## src/rtl/inference_sequencer.sv

```systemverilog
// Sequences one image through the inference core: clear, stream NUM_PIXELS pixels (1-cycle pixel latency), await digit.
// Host pixels are backpressured by s_ready (high only while loading); results hold on r_valid until r_ready.
module inference_sequencer #(
  parameter int DATA_WIDTH = 24,
  parameter int NUM_PIXELS = 784,
  parameter int TIMEOUT    = 4096
) (
  input  logic                  clk,
  input  logic                  rst,
  input  logic                  start,
  input  logic                  cont_mode,
  input  logic                  abort,
  input  logic                  s_valid,
  output logic                  s_ready,
  input  logic [DATA_WIDTH-1:0] s_pixel,
  output logic                  core_rst,
  output logic                  core_i_valid,
  output logic [DATA_WIDTH-1:0] core_pixel,
  input  logic                  core_o_valid,
  input  logic [3:0]            core_digit,
  output logic                  r_valid,
  input  logic                  r_ready,
  output logic [3:0]            r_digit,
  output logic                  busy,
  output logic                  err_timeout,
  output logic [15:0]           image_count
);

  localparam logic [2:0] IDLE   = 3'd0;
  localparam logic [2:0] CLR    = 3'd1;
  localparam logic [2:0] LOAD   = 3'd2;
  localparam logic [2:0] WAIT   = 3'd3;
  localparam logic [2:0] RESULT = 3'd4;

  localparam int CW = (NUM_PIXELS > 1) ? $clog2(NUM_PIXELS) : 1;
  localparam int TW = (TIMEOUT > 1) ? $clog2(TIMEOUT) : 1;
  localparam logic [CW-1:0] PIX_LAST = CW'(NUM_PIXELS - 1);
  localparam logic [TW-1:0] TMR_LAST = TW'(TIMEOUT - 1);

  logic [2:0]    state;
  logic [CW-1:0] pix_cnt;
  logic [TW-1:0] timer;
  logic          rst_pulse;

  assign s_ready  = (state == LOAD);
  assign r_valid  = (state == RESULT);
  assign busy     = (state != IDLE);
  // Core is held in reset by the host reset, during CLR, and for one cycle after abort/timeout.
  assign core_rst = rst | (state == CLR) | rst_pulse;

  always_ff @(posedge clk) begin
    if (rst) begin
      state        <= IDLE;
      pix_cnt      <= '0;
      timer        <= '0;
      rst_pulse    <= 1'b0;
      core_i_valid <= 1'b0;
      core_pixel   <= '0;
      r_digit      <= 4'd0;
      err_timeout  <= 1'b0;
      image_count  <= 16'd0;
    end else begin
      core_i_valid <= 1'b0;
      rst_pulse    <= 1'b0;
      if (state != IDLE && abort) begin
        state     <= IDLE;
        rst_pulse <= 1'b1;
      end else begin
        case (state)
          IDLE: begin
            if (start) begin
              state       <= CLR;
              err_timeout <= 1'b0;
            end
          end
          CLR: begin
            pix_cnt <= '0;
            timer   <= '0;
            state   <= LOAD;
          end
          LOAD: begin
            if (s_valid) begin
              core_pixel   <= s_pixel;
              core_i_valid <= 1'b1;
              if (pix_cnt == PIX_LAST) state <= WAIT;
              else pix_cnt <= pix_cnt + 1'b1;
            end
          end
          WAIT: begin
            // A digit arriving on the last timer cycle still counts as a result.
            if (core_o_valid) begin
              r_digit <= core_digit;
              state   <= RESULT;
            end else if (timer == TMR_LAST) begin
              err_timeout <= 1'b1;
              rst_pulse   <= 1'b1;
              state       <= IDLE;
            end else begin
              timer <= timer + 1'b1;
            end
          end
          RESULT: begin
            if (r_ready) begin
              image_count <= image_count + 16'd1;
              state       <= cont_mode ? CLR : IDLE;
            end
          end
          default: state <= IDLE;
        endcase
      end
    end
  end

endmodule

```

## config.mk

```make
export PLATFORM = sky130hd
export DESIGN_NAME = inference_sequencer
export DESIGN_NICKNAME = d
export VERILOG_FILES = /design/src/rtl/inference_sequencer.sv
export SDC_FILE = /design/constraint.sdc
export NUM_CORES = 1
export LEC_CHECK = 0
export CAP_MARGIN = 20
export CELL_PAD_IN_SITES_DETAIL_PLACEMENT = 1
export CELL_PAD_IN_SITES_GLOBAL_PLACEMENT = 2
export CORE_MARGIN = 1.5
export CORE_UTILIZATION = 30
export CTS_CLUSTER_DIAMETER = 40
export DETAILED_ROUTE_END_ITERATION = 8
export PLACE_DENSITY = 0.83
export SLEW_MARGIN = 20
export SYNTH_ARGS = -nofsm -noshare
export SYNTH_HDL_FRONTEND = slang
export SYNTH_SLANG_ARGS = --single-unit
```

## constraint.sdc

```tcl
create_clock -name clk -period 4.05 [get_ports clk]
set_input_delay 0.6075 -clock clk [delete_from_list [all_inputs] [get_ports clk]]
set_output_delay 0.6075 -clock clk [all_outputs]
set_load 0.1 [all_outputs]
```

==> key figures <==
Worst setup path
  • Worst Path Max Fanout: 16
  • Crit path arrival time: between 2 and 2.5 ns
  • R2r startpoint: state[2]
  • CP Launch Type: flip-flop
  • Setup crit end kind: output pin
  • CP required: between 3 and 4 ns
  • R2R setup slack: between 1.5 and 2 ns
  • Worst r2r path cells: 4
  • Setup CP Type: flip-flop to output pin
  • Crit-path slowest cell: clkdlybuf4s50_1
  • Reg-to-Reg End: image_count[15]
  • Slowest stage delay, CP: approximately 1.2 ns
  • CP Cell Sequence: or3_1 > clkdlybuf4s50_1

Timing
  • Fmax: ~330 MHz
  • Final period util: between 70% and 80%
  • Clock skew: 0.0100 ns
  • Max_slew headroom: between 30% and 40%
  • Final Hold Fails: 0
  • TNS Setup: 0 ns
  • Slew Limit Fails: 0
  • Setup ws final: around 1.1 ns
  • Min Tclk post-route: around 3 ns
  • Hold_ws: about 0.46 ns
  • Setup Viol. Count Final: 0
  • Least-Margin Pin Slew: 1.03 ns
  • Unrepaired setup endpoints after global routing: no

Global route
  • Initial antenna violation count: 0
  • First-pass GRT wire length: about 16 mm
  • Largest net degree at the start of global routing: 53
  • GR Overflow Total: 0
  • Vias in the first global route: 3236
  • Gr usage total: 17.0%

Finish
  • Layout cells sized above 1: roughly 6.3%
  • Area Growth Syn to Fin: 37.5%
  • Antenna Diode Count: 0
  • # nets final: 512
  • Util after Layout: 42.8%

Place
  • Port Buffer Count: 85
  • GP Congestion: 0.724
  • DP HPWL: roughly 6.5 mm
  • Pre-CTS WS: 1.28 ns

Clocking
  • Clock tree from TritonCTS: yes
  • Clock transition at path regs: about 0.08 ns
  • # hold bufs at CTS: 0
  • Sink Count: 72
  • Post-CTS Setup Inserts: 0
  • Max clock buf depth: 2
  • Root buf cell: clkbuf_8
  • Post-cts resize count: 0
  • H-tree Lvls: 3
  • TritonCTS Buffers: 9
  • Clk_lat worst skew: 0.35 ns

Worst hold path
  • Worst hold start: core_pixel[6]
  • Hold worst-path end: core_pixel[6]
  • Type of the most critical hold path: flip-flop to flip-flop
  • Hold path depth: 2

Route
  • Final wirelength: 9.31 mm
  • Post-route DRC violation count: 0
  • Number of routed nets with antenna violations: 0
  • Avg WL per Cell: approximately 15 um
  • First DRT Iteration DRCs: 66
  • First-pass DRT Iterations: 4
  • Vias: roughly 3200
  • DR vias/cell: 5.21

Yosys
  • Seq/Total Area, Yosys: 44.5%
  • Cell count after synthesis: ~390
  • Post-synth top flop: dfxtp_1
  • Post-synth EDFFs: 0
  • Yosys top cell area share: around 44%
  • Synth Cell Area: about 3200 um2
  • Post-synth top area cell: dfxtp_1
  • Largest cells by area after synthesis: dfxtp_1 44%, nand2_1 8.2%, a21oi_1 8.2%
  • Count leader, synth: dfxtp_1
  • Ys async rst share: 0%
  • Syn Nets: 432
  • Synthesis-stage register bit count: slightly above 70
  • Yosys warning count: 0
  • Unique masters post-synth: between 40 and 50
  • Commonest cells post-synth: 72 x dfxtp_1, 71 x nand2_1, 53 x a21oi_1
  • Post-Syn Area per Cell: 8.24 um2

Floorplan
  • Row count: 37
  • Starting density of the core: a little under a third
  • Total die area: about 11000 um2
  • Die width: around 110 um
  • Die Span Y: 107 um
  • Ports: 86
  • Core Area: between 10000 and 15000 um2

Power
  • Leak pwr: 0.00145 uW
  • Pwr Density: about 370 nW/um2
  • Peak VDD IR: between 150 and 200 uV

Job
  • Max-cap viol count: 0

Outcome
  • Status: finished, final reports clean
state kept, by name, summed over array words and instances (netlist names):
register	cells
core_pixel	24
image_count	16
timer	12
pix_cnt	10
r_digit	4
state	3
core_i_valid	1
err_timeout	1
rst_pulse	1
area by class of cell:
type	instances	area [um2]
repair buffers	89	872
multi-input cells	292	1690
flip-flops and latches	72	1440
clock buffers	9	124
fillers	1234	5960
inverters	9	33.8
well taps	136	170
clock inverters	7	120
placed cells by master (no fill, tap or decap), types with 6 or more instances in the layout:
| master | n |
|---|---|
| a21oi_1 | 53 |
| buf_4 | 6 |
| clkbuf_8 | 9 |
| clkdlybuf4s50_1 | 81 |
| dfxtp_1 | 72 |
| inv_1 | 8 |
| mux2i_1 | 7 |
| nand2_1 | 71 |
| nand3_1 | 17 |
| nand4_1 | 7 |
| nor2_1 | 20 |
| nor4_1 | 6 |
| o21ai_0 | 8 |
| o31ai_1 | 16 |
| or3_1 | 11 |
| or4_1 | 17 |
routing by layer:
layer | global-route usage [%] | wire length (um)
met4 | 4.57 | 79
met2 | 27.8 | 4390
met1 | 20.8 | 4250
met5 | 0 | 0
met3 | 6.63 | 591
power breakdown:
group,total [uW],switching (uW),internal (uW)
clock,694,285,410
sequential,733,14.7,718
combinational,206,136,70.2
total,1630,435,1200
worst max-delay path, delay by kind of cell (launching register included):
family,cells,cell delay (ns)
and+or+nand+nor,1,0.22
DFF,1,0.63
buffers and inverters,1,1.19
cell families (layout without fill, tap and decap cells):
family / after synthesis / after routing / share of synthesized area [%]
and+or+nand+nor: 184 / 184 / 30.1
DFF: 72 / 72 / 44.5
AOI/OAI and AO/OA: 90 / 90 / 16.5
buffers and inverters: 29 / 114 / 3.44
adders and majority gates: 3 / 3 / 1.16
muxes: 8 / 8 / 2.51
xor gates and xnor gates: 7 / 7 / 1.89
metrics by stage:
| step | std cells | power, uW | cell area, um2 |
|---|---|---|---|
| detailed placement | 597 | 956 | 4200 |
| global route | 614 | 1700 | 4450 |
| finish | 614 | 1630 | 4450 |
| CTS | 613 | 1660 | 4440 |
| global placement | 597 | 954 | 4200 |
| floorplan | 393 | 880 | 3240 |
worst max-delay path by stage:
stage | end | start | cells after the start | slack [ns]
6_report | busy | state[1] | 2 | 1.05
5_1_grt | busy | state[1] | 2 | 0.91
4_1_cts | busy | state[1] | 2 | 1.01
3_5_place_dp | image_count[14] | abort | 5 | 1.28
3_3_place_gp | image_count[15] | abort | 5 | 1.36
2_1_floorplan | core_pixel[0] | state[0] | 6 | 0.11
(Power assumes the default switching activity.)
